$ cat src/rtl/cpu_pkg.sv
// Shared types for the execute/accumulator stage: opcode and FSM state encodings.
// Build option ACC_SAT_EN (saturating ADD) is consumed by acc_alu.
// No clocked logic here.
package cpu_pkg;

  localparam int DATA_W_DEF = 8;

  typedef enum logic [2:0] {
    OP_HLT = 3'b000,
    OP_SKZ = 3'b001,
    OP_ADD = 3'b010,
    OP_AND = 3'b011,
    OP_XOR = 3'b100,
    OP_LDA = 3'b101,
    OP_STO = 3'b110,
    OP_JMP = 3'b111
  } opcode_t;

  typedef enum logic {
    ST_RUN  = 1'b0,
    ST_HALT = 1'b1
  } ex_state_t;

endpackage

$ cat src/rtl/acc_alu.sv
// Accumulator ALU: ADD/AND/XOR, anything else passes data_in through.
// Latency: combinational. Backpressure: none. Define ACC_SAT_EN to clamp an overflowing ADD to all ones.
module acc_alu
  import cpu_pkg::*;
#(
  parameter int DATA_W = DATA_W_DEF
) (
  input  opcode_t           opcode,
  input  logic [DATA_W-1:0] acc,
  input  logic [DATA_W-1:0] data_in,
  output logic [DATA_W-1:0] result,
  output logic              cout
);

  logic [DATA_W:0] w_sum;

  assign w_sum = {1'b0, acc} + {1'b0, data_in};

  always_comb begin
    result = data_in;
    cout   = 1'b0;
    case (opcode)
      OP_ADD: begin
        cout = w_sum[DATA_W];
`ifdef ACC_SAT_EN
        result = w_sum[DATA_W] ? {DATA_W{1'b1}} : w_sum[DATA_W-1:0];
`else
        result = w_sum[DATA_W-1:0];
`endif
      end
      OP_AND:  result = acc & data_in;
      OP_XOR:  result = acc ^ data_in;
      default: result = data_in;
    endcase
  end

endmodule

$ cat src/rtl/ex_acc_stage.sv
// Execute stage: accumulator/carry/halt state plus one-cycle skip, jump and store pulses.
// Latency: 1 cycle from accepted instruction to outputs. Backpressure: none; HALT or flush discards the instruction.
// Build option ACC_SAT_EN selects saturating ADD inside acc_alu.
module ex_acc_stage
  import cpu_pkg::*;
#(
  parameter int DATA_W = DATA_W_DEF
) (
  input  logic              clk,
  input  logic              rst,
  input  logic [DATA_W-1:0] data_in,
  input  logic              mem_we,
  input  logic              acc_we,
  input  logic              acc_control,
  input  logic [2:0]        opcode,
  input  logic              flush,
  input  logic              resume,
  output logic [DATA_W-1:0] acc_out,
  output logic              zero,
  output logic              carry,
  output logic              skip,
  output logic              jump,
  output logic [DATA_W-1:0] jump_target,
  output logic              store_we,
  output logic [DATA_W-1:0] store_data,
  output logic              halted
);

  ex_state_t         r_state;
  logic [DATA_W-1:0] r_acc;
  logic              r_carry;
  logic              r_skip;
  logic              r_jump;
  logic [DATA_W-1:0] r_jump_target;
  logic              r_store_we;
  logic [DATA_W-1:0] r_store_data;

  opcode_t           w_op;
  logic [DATA_W-1:0] w_result;
  logic              w_cout;

  assign w_op = opcode_t'(opcode);

  acc_alu #(.DATA_W(DATA_W)) u_alu (
    .opcode  (w_op),
    .acc     (r_acc),
    .data_in (data_in),
    .result  (w_result),
    .cout    (w_cout)
  );

  always_ff @(posedge clk or posedge rst) begin
    if (rst) begin
      r_state       <= ST_RUN;
      r_acc         <= '0;
      r_carry       <= 1'b0;
      r_skip        <= 1'b0;
      r_jump        <= 1'b0;
      r_jump_target <= '0;
      r_store_we    <= 1'b0;
      r_store_data  <= '0;
    end else begin
      r_skip     <= 1'b0;
      r_jump     <= 1'b0;
      r_store_we <= 1'b0;
      case (r_state)
        ST_RUN: begin
          if (!flush) begin
            if (acc_we) begin
              r_acc <= acc_control ? w_result : data_in;
              if (acc_control && (w_op == OP_ADD)) begin
                r_carry <= w_cout;
              end
            end
            // Skip and store observe the accumulator as it was before this edge.
            case (w_op)
              OP_HLT: r_state <= ST_HALT;
              OP_SKZ: r_skip  <= (r_acc == '0);
              OP_JMP: begin
                r_jump        <= 1'b1;
                r_jump_target <= data_in;
              end
              OP_STO: begin
                r_store_we   <= mem_we;
                r_store_data <= r_acc;
              end
              default: ;
            endcase
          end
        end
        ST_HALT: begin
          if (resume) begin
            r_state <= ST_RUN;
          end
        end
        default: r_state <= ST_RUN;
      endcase
    end
  end

  assign acc_out     = r_acc;
  assign zero        = (r_acc == '0);
  assign carry       = r_carry;
  assign skip        = r_skip;
  assign jump        = r_jump;
  assign jump_target = r_jump_target;
  assign store_we    = r_store_we;
  assign store_data  = r_store_data;
  assign halted      = (r_state == ST_HALT);

endmodule

$ cat config.mk
export PLATFORM = sky130hd
export DESIGN_NAME = ex_acc_stage
export DESIGN_NICKNAME = d
export VERILOG_FILES = /design/src/rtl/cpu_pkg.sv /design/src/rtl/acc_alu.sv /design/src/rtl/ex_acc_stage.sv
export SDC_FILE = /design/constraint.sdc
export NUM_CORES = 1
export LEC_CHECK = 0
export BUFFER_PORTS_ARGS = -buffer_cell sky130_fd_sc_hd__buf_4
export CAP_MARGIN = 20
export CORE_ASPECT_RATIO = 2
export CORE_MARGIN = 10
export CORE_UTILIZATION = 30
export CTS_BUF_LIST = sky130_fd_sc_hd__clkbuf_8
export DETAILED_ROUTE_END_ITERATION = 8
export PLACE_DENSITY = 0.47
export SETUP_SLACK_MARGIN = 0.1
export SLEW_MARGIN = 20
export SYNTH_ARGS = -nofsm -noshare
export SYNTH_HDL_FRONTEND = slang
export SYNTH_HIERARCHICAL = 1
export SYNTH_SLANG_ARGS = --single-unit
$ cat constraint.sdc
create_clock -name clk -period 2.25 [get_ports clk]
set_input_delay 0.1125 -clock clk [delete_from_list [all_inputs] [get_ports clk]]
set_output_delay 0.1125 -clock clk [all_outputs]
set_load 0.05 [all_outputs]
==> out/metrics.cfg <==
[outcome]
status=finished, final reports clean

[critical_path]
critPathArrivalTime_ps=2270
r2r-end=carry
reg2reg_setup_slack_ps=140
reg2reg_depth=7
r2r_start=acc_out[0]
crit_path_end=carry
worstPathMaxFanout=5
crit_path_start_kind=register
crit_start=acc_out[0]
endpoint_kind=register
crit_type=reg2reg
crit_required_ps=2410

[power]
total_leakage_power_nw=1.13
vdd_ir_drop_max_uv=581
p_per_area_nw_per_um2=965

[sta]
fmax_ghz=0.473
setup_ws_ps=137
period_share_pct=93.9
finalHoldViolCount=0
whs_ps=34.3
clock_skew_ps=6.89
rsz0062_at_grt=yes
slew_viol_final=0
tightest_slew_ps=511
max_slew_margin_pct=66.0
setup_viol=0
timing.final.crit_period_ps=2110

[synth]
synth.cell_area_sq_um=1930
synth_flop_cell=dfrtp_1
synth_edf_count=0
synthCells=192
yosysTopAreaCell=dfrtp_1
synth_area_leaders=dfrtp_1 (38%), mux2i_1 (6.8%), mux2_1 (5.8%), ha_1 (5.2%), mux2_2 (4.7%)
yosysUniqueCellTypes=47
synth-seq-cells=29
synth_seq_area_share_pct=37.7
synth-async-reset-ratio_pct=100
syn_avg_cell_area_sq_um=10.0
yosys-top-cells-count=dfrtp_1 (29), nor2_1 (18), a21oi_1 (13), mux2i_1 (13)
ys_warn_count=6
synth_nets=219
synth_top_cell_area_share_pct=37.7
yosysMostFrequentCell=dfrtp_1

[routing]
vias=1734
wl_per_cell_um=18.1
drtIter0Drc=51
first_pass_iters=4
drc=0
routed_wl_mm=5.97
vias_per_cell=5.25
ant_nets=0

[placement]
dpl_worst_slack_ps=-11.6
portBuffers=47
gp_congestion=0.830
post-dp-hpwl_mm=4.56
dp.cells=321

[layout]
antenna_cells=0
areaGrowthSynthToFinish_pct=31.8
utilization_pct=40.5
layout-drive-gt1-share_pct=33.6
final_cells=330
finalNetCount=270
nFillCells=663

[clock_tree]
postCtsSetupBuffers=0
cts_buffers=5
clk_pin_slew_ps=70
cts_tree=built
clock_sinks=29
clockRootBuffer=clkbuf_8
htreeDepth=2
clk_latency_ps=280
clockBufferDepth=2

[worst_hold_path]
hold_path.class=in2reg

[grt]
antenna_found_initial=0
grt_pass1_vias=1864
track_usage_pct=11.7
grt_first_pass_wirelength_mm=9.58
grt-ovfl-total=0
grt_max_degree=30

[floorplanning]
start_util_pct=30.8
row_count=41
die_w_um=76.7
coreArea_sq_um=6260
die_h_um=133
die_area_sq_um=10200
design.portCount=48

[flow_run]
drv_cap=0

==> worst max-delay path, cell delays in order, from the launching register on <==
cell and delay (ps):
dfrtp_2 430, ha_2 210, fa_2 380, a211oi_2 220, nor2_2 90, o31ai_2 270, a21oi_1 110, mux2_1 280
==> routing by layer <==
metal,up-vias,wire [um],GRT usage (%)
met4,0,162,6.65
met1,858,2370,11.6
li1,826,-,-
met5,-,0,0
met3,11,228,2.70
met2,39,3210,21.3
==> stage by stage <==
step                      power (W)  area, sq um  TNS [ps]
after floorplan             0.00150         1930         0
after global placement      0.00188         2390         0
after detailed placement    0.00188         2390     -11.6
after CTS                   0.00247         2530         0
after global routing        0.00260         2540         0
final                       0.00245         2540         0
==> layout make-up <==
type	instances	area, sq um	share of cell area [%]
clock inverters	2	37.5	1.48
flip-flops and latches	29	728	28.7
repair buffers	55	415	16.4
inverters	8	30.0	1.18
multi-input cells	144	1140	44.8
clock buffers	6	82.6	3.25
well taps	86	108	4.24
==> report_power, final <==
group / switching (W) / internal [W]
combinational: 0.000749 / 0.000402
sequential: 0.0000901 / 0.000639
clock: 0.000209 / 0.000360
total: 0.00105 / 0.00140
==> repair_timing <==
action,CTS,global route
pin swaps,1,2
gates resized for setup,2,5
hold buffers,1,0
endpoints found under the setup margin,2,3
hold endpoints to repair,29,0
==> state kept, by name, indices dropped and copies added (netlist names) <==
signal,cells
store_we,1
carry,1
halted,1
acc_out,8
store_data,8
jump,1
jump_target,8
skip,1
==> worst min-delay path by stage <==
stage / start / end / slack (ps) / cells past startpoint
2_1_floorplan: rst / acc_out[1] / 190 / 1
3_3_place_gp: rst / jump / 220 / 3
3_5_place_dp: rst / jump_target[0] / 230 / 3
4_1_cts: mem_we / store_we / 30 / 2
5_1_grt: mem_we / store_we / 40 / 2
6_report: mem_we / store_we / 30 / 2
==> cell usage in the layout, fill, tap and decap left out, types with 2 or more instances in the layout <==
cell and n:
nor2_1 17, mux2i_1 13, a21oi_1 13, o21ai_0 10
o311ai_0 2, mux2_1 10, a21o_1 2, dfrtp_1 27
o21a_1 2, a211o_1 2, or4_4 2, nor2_2 2
and2_1 2, nor3b_1 3, nand4_1 2, clkbuf_8 6
o221ai_1 3, o211ai_1 2, and4_1 3, nand2_1 8
inv_1 8, nand3_1 3, ha_1 7, a211oi_1 3
a221o_1 3, nor3_1 2, buf_4 54, dfrtp_2 2
mux2_2 8
==> cells by family after synthesis <==
family | share of synthesized area, %
flops | 37.7
fa+ha+maj | 6.24
mux | 17.3
compound gates | 19.1
simple gates | 14.9
xor+xnor | 0.455
buf+inv | 4.29
Note: power is estimated with default switching activity, not from simulation.
